`config.mk`:
```
export PLATFORM = sky130hd
export DESIGN_NAME = seq_divider
export DESIGN_NICKNAME = d
export VERILOG_FILES = /design/src/rtl/seq_divider.sv
export SDC_FILE = /design/constraint.sdc
export NUM_CORES = 1
export LEC_CHECK = 0
export ABC_AREA = 1
export BUFFER_PORTS_ARGS = -buffer_cell sky130_fd_sc_hd__buf_2
export CAP_MARGIN = 15
export CORE_MARGIN = 2
export CORE_UTILIZATION = 38
export DETAILED_ROUTE_END_ITERATION = 16
export GPL_TIMING_DRIVEN = 1
export SLEW_MARGIN = 10
export SYNTH_ARGS = -nofsm -noshare
export SYNTH_HDL_FRONTEND = slang
export SYNTH_SLANG_ARGS = --single-unit
```
`constraint.sdc`:
```
create_clock -name CLK -period 2.55 [get_ports CLK]
set_clock_uncertainty 0.05 [all_clocks]
set_input_delay 0.51 -clock CLK [delete_from_list [all_inputs] [get_ports CLK]]
set_output_delay 0.51 -clock CLK [all_outputs]
set_load 0.02 [all_outputs]
```
`src/rtl/seq_divider.sv`:
```
// Sequential restoring divider, one quotient bit per cycle, fixed latency.
// Signed operation divides magnitudes and corrects signs in a final FIX cycle.
module seq_divider #(
    parameter int WIDTH = 32
) (
    input  logic             CLK,
    input  logic             RST_N,
    input  logic             Start,
    input  logic             Signed,
    input  logic [WIDTH-1:0] A,
    input  logic [WIDTH-1:0] B,
    output logic             Busy,
    output logic             Done,
    output logic [WIDTH-1:0] Quotient,
    output logic [WIDTH-1:0] Remainder,
    output logic             DivByZero
);

    localparam int CW = (WIDTH > 1) ? $clog2(WIDTH) : 1;

    typedef enum logic [1:0] {IDLE, ITER, FIX, DONE} state_t;

    state_t           state, nxt;
    logic [WIDTH:0]   rem, dvs, shifted, diff;
    logic [WIDTH-1:0] dvd, a_mag, b_mag, q_fix, r_fix;
    logic [CW-1:0]    cnt;
    logic             a_neg, b_neg, sgn, dbz;

    always_ff @(posedge CLK or negedge RST_N) begin
        if (!RST_N) state <= IDLE;
        else        state <= nxt;
    end

    always_comb begin
        nxt = state;
        case (state)
            IDLE: if (Start) nxt = ITER;
            ITER: if (cnt == '0) nxt = FIX;
            FIX:  nxt = DONE;
            DONE: nxt = IDLE;
            default: nxt = IDLE;
        endcase
    end

    always_comb begin
        Busy = (state != IDLE);
        Done = (state == DONE);
    end

    assign a_mag = (Signed && A[WIDTH-1]) ? -A : A;
    assign b_mag = (Signed && B[WIDTH-1]) ? -B : B;

    // Extra MSB keeps the borrow of the trial subtraction visible in diff[WIDTH].
    assign shifted = {rem[WIDTH-1:0], dvd[WIDTH-1]};
    assign diff    = shifted - dvs;

    // Divide-by-zero overrides the quotient; the remainder already reconstructs A.
    assign q_fix = dbz ? '1 : ((sgn && (a_neg ^ b_neg)) ? -dvd : dvd);
    assign r_fix = (sgn && a_neg) ? -rem[WIDTH-1:0] : rem[WIDTH-1:0];

    always_ff @(posedge CLK or negedge RST_N) begin
        if (!RST_N) begin
            rem       <= '0;
            dvs       <= '0;
            dvd       <= '0;
            cnt       <= '0;
            a_neg     <= 1'b0;
            b_neg     <= 1'b0;
            sgn       <= 1'b0;
            dbz       <= 1'b0;
            Quotient  <= '0;
            Remainder <= '0;
            DivByZero <= 1'b0;
        end else begin
            case (state)
                IDLE: if (Start) begin
                    rem   <= '0;
                    dvd   <= a_mag;
                    dvs   <= {1'b0, b_mag};
                    cnt   <= CW'(WIDTH - 1);
                    a_neg <= A[WIDTH-1];
                    b_neg <= B[WIDTH-1];
                    sgn   <= Signed;
                    dbz   <= (B == '0);
                end
                ITER: begin
                    cnt <= cnt - 1'b1;
                    if (!diff[WIDTH]) begin
                        rem <= diff;
                        dvd <= {dvd[WIDTH-2:0], 1'b1};
                    end else begin
                        rem <= shifted;
                        dvd <= {dvd[WIDTH-2:0], 1'b0};
                    end
                end
                FIX: begin
                    Quotient  <= q_fix;
                    Remainder <= r_fix;
                    DivByZero <= dbz;
                end
                default: ;
            endcase
        end
    end

endmodule

```
==> results.cfg, run 1 <==
[route]
wl_mm = 43.83
drc = 0
detail_route.first_pass.iterations = 6
drt-vias-per-instance = 5.093
vias = 13850
drt_iter0_drc = 1209
post_drt_wl_per_cell_um = 16.12
ant_nets = 0

[timing]
fmax_ghz = 0.4141
fin_crit_ns = 2.415
setup_viol = 0
finalCritPeriodShare = 0.9469
hold_ws_ns = 0.2696
max-slew-margin-rel = 0.5122
tns_ns = 0
tightest_slew_ns = 0.7240
drv_slew = 0
hold_viol = 0

[placement]
port-buffer-count = 134
hpwl_mm = 34.62
placed_area_mm2 = 0.01488
gp_congestion = 0.9325

[worst_setup_path]
crit_fanout = 15
crit_arrival_ns = 2.75
crit_type = reg2reg
crit_path_end_kind = register
required_ns = 2.88
crit_path_start_kind = register
reg2reg_slack_ns = 0.14

[cells_and_area]
diodes = 0
n_fill_cell = 3726
fin_area_mm2 = 0.01570
syn2layout_area_growth_pct = 16.70
layout-drive-gt1-share = 0.1396
post-route-util = 0.4524
final_nets = 2362

[synth]
synthCells = 2093
async_flop_share = 1.000
ys_seq_area_frac = 0.3199
yosys_warnings = 0
syn_nets = 2204
postSynthAreaPerCell_um2 = 6.429
synth_area_mm2 = 0.01346
synth_edf_count = 0
synthFlopType = dfrtp_1
ys_types = 49
ys_seq_elements = 172

[floorplan]
die_w_um = 192.2
start_util = 0.3876
pin_count = 135
fp-row-count = 68
core_region_area_mm2 = 0.03471
dieArea_mm2 = 0.03693
dieHeight_um = 192.2

[clock_tree]
numClockSinks = 172
cts-root-buf = clkbuf_16
cts.clk_slew.worst_paths_ns = 0.08
clk_latency_ns = 0.45
cts_inserted_buffers = 17
cts_tree = yes
htreeDepth = 4
cts_buffer_depth = 2

[worst_hold_path]
hold_class = in2reg

[power]
switching_share = 0.5454
power_density_mw_per_mm2 = 1549
peakVddDrop_mv = 0.6215
seqPwrFrac = 0.214
switchingPower_mw = 13.26
clkPwrFrac = 0.109
p_leak_nw = 8.231
p_int_mw = 11.06
p_comb_frac = 0.678
p_total_mw = 24.32

[grt]
grt.total_usage = 0.2392
grt_pass1_wl_mm = 68.51
gr-total-overflow = 0
grt_max_degree = 58
antenna_found_initial = 1
grt_pass1_vias = 12480

[run_status]
outcome = complete, no violations

[job]
cap_violations = 0
==> synth_stat cells (all sizes together), types with 3 or more instances <==
cell type | instances | area [um^2]
nand4 | 29 | 181.4
nand2 | 656 | 2570
inv | 308 | 1156
nand3 | 207 | 1096
nor4 | 3 | 18.77
or2 | 10 | 62.56
o21ai | 134 | 681.9
nor2 | 214 | 818.3
ha | 42 | 525.5
nor3 | 25 | 125.1
o21bai | 5 | 37.54
o211ai | 16 | 120.1
o22ai | 10 | 62.56
buf | 24 | 148.9
a21oi | 71 | 374.1
clkinv | 3 | 11.26
xor2 | 58 | 508.0
xnor2 | 11 | 96.34
dfrtp | 172 | 4304
and3 | 3 | 18.77
clkbuf | 36 | 135.1
a31oi | 23 | 143.9
and2 | 6 | 37.54
nand3b | 15 | 112.6
==> placed cells by master (no fill, tap or decap), types with 3 or more instances in the layout <==
master / Yosys / final
nand3b_1: 15 / 15
and2_1: 6 / 6
clkinv_1: 3 / 3
clkbuf_16: 0 / 17
dfrtp_1: 172 / 168
o21ai_2: 3 / 3
nand3_1: 198 / 198
nand2_8: 2 / 5
nor2_1: 210 / 209
o22ai_1: 10 / 10
nand3_2: 7 / 7
nor4_1: 3 / 3
nor3_1: 25 / 23
ha_2: 0 / 11
inv_2: 8 / 11
clkinv_4: 0 / 3
a21oi_1: 68 / 68
nand4_1: 29 / 29
nand2_1: 632 / 632
ha_4: 0 / 4
buf_2: 13 / 133
inv_1: 300 / 297
o211ai_1: 16 / 16
a31oi_1: 23 / 23
ha_1: 42 / 27
dfrtp_2: 0 / 4
o21bai_1: 5 / 5
inv_8: 0 / 3
xor2_1: 58 / 58
and3_1: 3 / 3
nand2_4: 4 / 5
o21ai_0: 130 / 130
buf_12: 1 / 4
buf_4: 3 / 53
or2_2: 9 / 9
nor2_2: 3 / 4
nand2_2: 18 / 18
xnor2_1: 11 / 11
==> power by group through the flow <==
stage	clock network (mW)	registers, mW	logic (mW)
after CTS	2.69	5.14	15.7
after global placement	0	5.15	15.5
final	2.64	5.20	16.5
after detailed placement	0	5.19	15.6
after global routing	2.80	5.35	18.5
after floorplan	0	5.49	10.7
==> critical path: stages (launching register included) <==
cell and delay (ns):
dfrtp_1 0.44, ha_1 0.40, nand2_2 0.14, inv_2 0.03, nand2_1 0.05, nand2_1 0.06, inv_1 0.05, nand2_1 0.09
a21oi_4 0.27, buf_4 0.17, nand3_4 0.13, buf_8 0.20, nand3_1 0.11, nand3_2 0.08, nand2_1 0.07
==> per-layer routing <==
layer	GRT usage	wire length, um	part of all wire	up-vias
met5	0	13	0.00030	-
met4	0.04668	486	0.011	2
met3	0.03636	2952	0.067	27
met2	0.3276	17250	0.39	457
met1	0.3878	23130	0.53	6362
li1	-	-	-	7000
==> cells by family (layout without fill, tap and decap cells) <==
group | after synthesis | in the layout | share of synthesized area
AND/OR/NAND/NOR | 1168 | 1172 | 0.3747
buffers and inverters | 371 | 538 | 0.1079
AO/OA/AOI/OAI | 270 | 270 | 0.1121
flip-flops | 172 | 172 | 0.3199
XOR/XNOR | 69 | 69 | 0.04491
adder cells (fa/ha/maj) | 43 | 43 | 0.04054
==> state kept, by name (all words and copies together) (netlist names), 2 cells and up <==
signal	cells
Quotient	32
Remainder	32
cnt	5
dvd	32
dvs	32
rem	32
state	2
==> what timing repair did <==
item,in CTS,in global routing
buffers inserted,0,6
hold buffers,1,0
setup endpoints to repair,0,34
endpoints found under the hold margin,26,0
resized for setup,0,33
==> final timing paths <==
| kind | start | to | cells after the start |
|---|---|---|---|
| min in group asynchronous | RST_N | dvs[4] | 2 |
| min reg2reg | Remainder[27] | Remainder[27] | 2 |
| max in group asynchronous | RST_N | dvd[4] | 3 |
| max reg2reg | rem[21] | rem[26] | 14 |
| min | B[31] | dvs[31] | 3 |
| max | rem[21] | rem[26] | 14 |
==> layout make-up <==
type / count / area, um^2 / share of cell area
clock buffer: 19 / 442.9 / 0.02821
sequential: 172 / 4309 / 0.2744
tap: 455 / 569.3 / 0.03625
timing repair buffer: 195 / 1206 / 0.07681
clock inverter: 13 / 132.6 / 0.008446
multi-input combinational: 1554 / 7875 / 0.5015
inverter: 311 / 1167 / 0.07434
==> stage by stage <==
step                setup WS, ns  instances
floorplan                 0.2921       2093
global placement          0.1140       2676
detailed placement       0.05996       2676
CTS                      0.03430       2709
global route           -0.008461       2719
finish                    0.1354       2719
Power figures use the tool's default switching activity.
==> run 2: changes to the inputs <==
--- a/config.mk
+++ b/config.mk
@@ -12,6 +12,7 @@
 export CORE_UTILIZATION = 38
 export DETAILED_ROUTE_END_ITERATION = 16
 export GPL_TIMING_DRIVEN = 1
+export PLACE_DENSITY = 0.66
 export SLEW_MARGIN = 10
 export SYNTH_ARGS = -nofsm -noshare
 export SYNTH_HDL_FRONTEND = slang
==> results.cfg, run 2 (same netlist as run 1, synthesis figures left out) <==
[grt]
gr-total-overflow = 0
grt_max_degree = 58
grt_pass1_vias = 12510
grt.total_usage = 0.2294
grt_pass1_wl_mm = 66.42
antenna_found_initial = 5

[cells_and_area]
fin_area_mm2 = 0.01560
mostFrequentLayoutCell = nand2_1
n_fill_cell = 3683
final_cell_mix = nand2_1 (631), inv_1 (298), nor2_1 (209)
layout-drive-gt1-share = 0.1326
final_nets = 2361
syn2layout_area_growth_pct = 15.93

[clock_tree]
cts.clk_slew.worst_paths_ns = 0.07
cts_inserted_buffers = 17
numClockSinks = 172
cts-root-buf = clkbuf_16
cts_tree = yes
htreeDepth = 4
cts_buffer_depth = 2
clk_latency_ns = 0.44

[worst_setup_path]
crit_path_start_kind = register
required_ns = 2.84
crit_type = reg2reg
crit_path_end_kind = register
crit_fanout = 15
crit_arrival_ns = 2.69

[timing]
drv_slew = 0
finalCritPeriodShare = 0.9426
rsz0062_at_grt = no
max-slew-margin-rel = 0.5932
setup_viol = 0
tns_ns = 0
hold_viol = 0
fin_crit_ns = 2.404
tightest_slew_ns = 0.6102
fmax_ghz = 0.4160

[route]
drt-vias-per-instance = 5.076
vias = 13800
detail_route.first_pass.iterations = 6
drc = 0
drt_iter0_drc = 1334
ant_nets = 0
wl_mm = 42.32
post_drt_wl_per_cell_um = 15.57

[floorplan]
dieHeight_um = 192.2
dieArea_mm2 = 0.03693
core_region_area_mm2 = 0.03471
start_util = 0.3876
pin_count = 135
fp-row-count = 68
die_w_um = 192.2

[placement]
hpwl_mm = 33.41
gp_congestion = 0.9619
placed_area_mm2 = 0.01486
port-buffer-count = 134

[job]
cap_violations = 0

[run_status]
outcome = complete, no violations

[power]
power_density_mw_per_mm2 = 1530
p_leak_nw = 8.235
peakVddDrop_mv = 0.5682

[worst_hold_path]
hold_class = in2reg
run 2: final cells by class:
| cell class | count | area [um^2] | area share |
|---|---|---|---|
| Clock inverter | 14 | 135.1 | 0.008663 |
| Sequential cell | 172 | 4305 | 0.2760 |
| Multi-Input combinational cell | 1554 | 7819 | 0.5012 |
| Antenna cell | 1 | 2.502 | 0.0001604 |
| Clock buffer | 17 | 425.4 | 0.02727 |
| Timing Repair Buffer | 194 | 1175 | 0.07532 |
| Inverter | 311 | 1167 | 0.07484 |
| Tap cell | 455 | 569.3 | 0.03650 |
run 2: what timing repair did:
item,CTS,global route
resized for setup,0,16
endpoints found under the setup margin,0,34
hold buffers,1,0
buffers inserted,0,4
hold endpoints to repair,38,0
run 2: final timing paths:
check,slack [ns],depth (start not counted),endpoint,start
setup / recovery,0.15,14,rem[18],rem[8]
max in group asynchronous,1.24,3,Quotient[9],RST_N
hold reg to reg,0.43,2,Remainder[16],Remainder[16]
min in group asynchronous,0.53,2,dvs[7],RST_N
setup reg to reg,0.15,14,rem[18],rem[8]
hold / removal,0.27,3,dvs[31],B[31]
run 2: worst max-delay path, cell delays in order, from the launching register on:
cell	delay [ns]
dfrtp_1	0.46
ha_1	0.38
nand2_1	0.09
nand2_1	0.06
nand2_1	0.07
nand2_2	0.08
a21oi_1	0.22
nand2_2	0.11
nand2_4	0.16
nand2_8	0.09
nand2_4	0.10
buf_6	0.17
nand3_1	0.10
nand3_1	0.10
nand2_1	0.05
run 2: metrics by stage:
stage	utilization	total power, mW	hold slack [ns]	setup WS (ns)	cells
3_3_place_gp	0.4282	20.29	0.4108	0.1180	2677
4_1_cts	0.4446	23.23	0.2597	0.02854	2709
6_report	0.4494	23.87	0.2698	0.1463	2718
5_1_grt	0.4493	26.08	0.2757	0.01363	2717
3_5_place_dp	0.4282	20.57	0.4163	0.05713	2677
2_1_floorplan	-	16.15	0.1644	0.2921	2093
run 2: power breakdown:
part	internal, mW	switching, mW
registers	4.07	1.10
logic	5.42	10.7
clock network	1.36	1.21
total	10.9	13.0
run 2: metal layers:
metal / routed length, um / vias to the layer above / GRT usage
met4: 722 / 8 / 0.05843
met1: 21340 / 6277 / 0.3557
met2: 17540 / 463 / 0.3319
met3: 2663 / 50 / 0.02923
met5: 51 / - / 0
li1: - / 6998 / -
==> run 3: changes to the inputs <==
--- a/config.mk
+++ b/config.mk
@@ -11,7 +11,7 @@
 export CORE_MARGIN = 2
 export CORE_UTILIZATION = 38
 export DETAILED_ROUTE_END_ITERATION = 16
-export GPL_TIMING_DRIVEN = 1
+export GPL_TIMING_DRIVEN = 0
 export PLACE_DENSITY = 0.66
 export SLEW_MARGIN = 10
 export SYNTH_ARGS = -nofsm -noshare
==> results.cfg, run 3 (same netlist as run 1, synthesis figures left out) <==
[timing]
drv_slew = 0
hold_viol = 0
tns_ns = 0
max-slew-margin-rel = 0.4765
tightest_slew_ns = 0.7852
setup_viol = 0
fmax_ghz = 0.4093
finalCritPeriodShare = 0.9582
rsz0062_at_grt = yes
fin_crit_ns = 2.443
hold_ws_ns = 0.05631

[worst_setup_path]
crit_path_end_kind = register
ff2ff_path_depth = 18
crit_buf_inv = 3
crit_slowest_cell = dfrtp_1
max_stage_delay_ns = 0.39
crit_path_start_kind = register
crit_arrival_ns = 2.72
crit_type = reg2reg
required_ns = 2.83
path_depth = 18
path_cells = inv_4 > ha_4 > fa_2 > inv_2 > nand2_2 > nand2_2 > nand3_2 > nand2_2 > nand2_2 > nand2_4 > nand2_4 > nand2_4 > nand2_4 > nand2_4 > buf_12 > nand2_2 > nand3_2 > nand2_1
critPathTopFamily = simple AND/OR/NAND/NOR gates
crit_fanout = 10

[job]
cap_violations = 0

[cells_and_area]
layout-drive-gt1-share = 0.1254
final_cell_mix = nand2_1 (630), inv_1 (297), nor2_1 (210)
syn2layout_area_growth_pct = 15.12
post-route-util = 0.4462
mostFrequentLayoutCell = nand2_1
final_nets = 2365
n_fill_cell = 3704
fin_area_mm2 = 0.01549

[grt]
gr-total-overflow = 0
grt_pass1_vias = 12760
antenna_found_initial = 5
grt_max_degree = 99
met2_usage = 0.3546
gr-max-usage-layer = met1
grt.total_usage = 0.2372
use_met3 = 0.03289
grt_pass1_wl_mm = 68.46
gr-usage-met1 = 0.3551

[placement]
port-buffer-count = 134
gp_congestion = 0.9650
placed_area_mm2 = 0.01473
hpwl_mm = 35.07

[clock_tree]
cts_buffer_depth = 2
cts-root-buf = clkbuf_16
cts.clk_slew.worst_paths_ns = 0.07
clk_latency_ns = 0.44
htreeDepth = 4
cts_inserted_buffers = 17
cts_tree = yes
numClockSinks = 172

[floorplan]
core_region_area_mm2 = 0.03471
die_w_um = 192.2
dieHeight_um = 192.2
fp-row-count = 68
start_util = 0.3876
dieArea_mm2 = 0.03693
pin_count = 135

[route]
drc = 0
detail_route.first_pass.iterations = 5
drt_iter0_drc = 1076
ant_nets = 0
drt-vias-per-instance = 5.069
vias = 13800
post_drt_wl_per_cell_um = 15.85
wl_mm = 43.13

[power]
p_total_mw = 23.81
p_int_mw = 10.85
peakVddDrop_mv = 0.5520
p_leak_nw = 8.063
switchingPower_mw = 12.96
p_comb_frac = 0.667
seqPwrFrac = 0.224
clkPwrFrac = 0.109
power_density_mw_per_mm2 = 1537
switching_share = 0.5443

[run_status]
outcome = complete, no violations

[worst_hold_path]
hold_class = in2async
==> run 3: cell count changes in the layout (fill, tap and decap cells not counted), sizes merged, moves of 2 or more <==
cell | before | now
clkbuf | 17 | 57
clkinv | 9 | 5
inv | 314 | 312
buf | 193 | 164
nand2 | 659 | 656
clkinvlp | 1 | 4
==> run 3: final timing paths <==
check / startpoint / end / slack, ns
min in group CLK: B[31] / dvs[31] / 0.27
setup reg to reg: dvd[31] / rem[20] / 0.11
hold reg to reg: Remainder[29] / Remainder[29] / 0.43
setup / recovery: dvd[31] / rem[20] / 0.11
max in group asynchronous: RST_N / Quotient[17] / 1.55
hold / removal: RST_N / dvs[3] / 0.06
==> run 3: power by group through the flow <==
stage                     logic (mW)  registers (mW)  clock network [mW]
final                           15.9            5.33                2.60
after global routing            17.9            5.49                2.74
after global placement          15.0            5.28                   0
after detailed placement        15.2            5.31                   0
after CTS                       15.3            5.27                2.63
after floorplan                 10.7            5.49                   0
==> run 3: per-stage QoR <==
stage | instances | worst slack (ns)
floorplan | 2093 | 0.2921
global placement | 2682 | -1.828
detailed placement | 2683 | -0.1875
CTS | 2713 | 0.01974
global route | 2721 | -0.02618
finish | 2722 | 0.1065
==> run 3: worst register-to-register path, stage by stage, from the launching register on <==
cell and delay [ns]:
dfrtp_1 0.39, inv_4 0.09, ha_4 0.18, fa_2 0.37
inv_2 0.09, nand2_2 0.05, nand2_2 0.06, nand3_2 0.07
nand2_2 0.10, nand2_2 0.08, nand2_4 0.08, nand2_4 0.08
nand2_4 0.11, nand2_4 0.09, nand2_4 0.12, buf_12 0.15
nand2_2 0.07, nand3_2 0.06, nand2_1 0.05
==> run 3: final cells by class <==
| class | count | area (um^2) | share of cell area |
|---|---|---|---|
| Multi-Input combinational cell | 1550 | 7801 | 0.5036 |
| Sequential cell | 172 | 4313 | 0.2784 |
| Inverter | 311 | 1171 | 0.07561 |
| Timing Repair Buffer | 142 | 773.2 | 0.04992 |
| Tap cell | 455 | 569.3 | 0.03675 |
| Clock buffer | 19 | 452.9 | 0.02924 |
| Buffer | 60 | 292.8 | 0.01890 |
| Clock inverter | 11 | 111.4 | 0.007189 |
| Antenna cell | 2 | 5.005 | 0.0003231 |
==> run 3: routing by layer <==
metal,routed length (um),vias up
met5,26,-
met1,21530,6291
met4,878,6
met2,18110,429
li1,-,7014
met3,2585,58
==> run 3: timing repair <==
item,4_1_cts,5_1_grt
gates resized for setup,6,32
setup endpoints to repair,48,36
buffers inserted,0,7
hold buffers,0,0
pin swaps,0,6
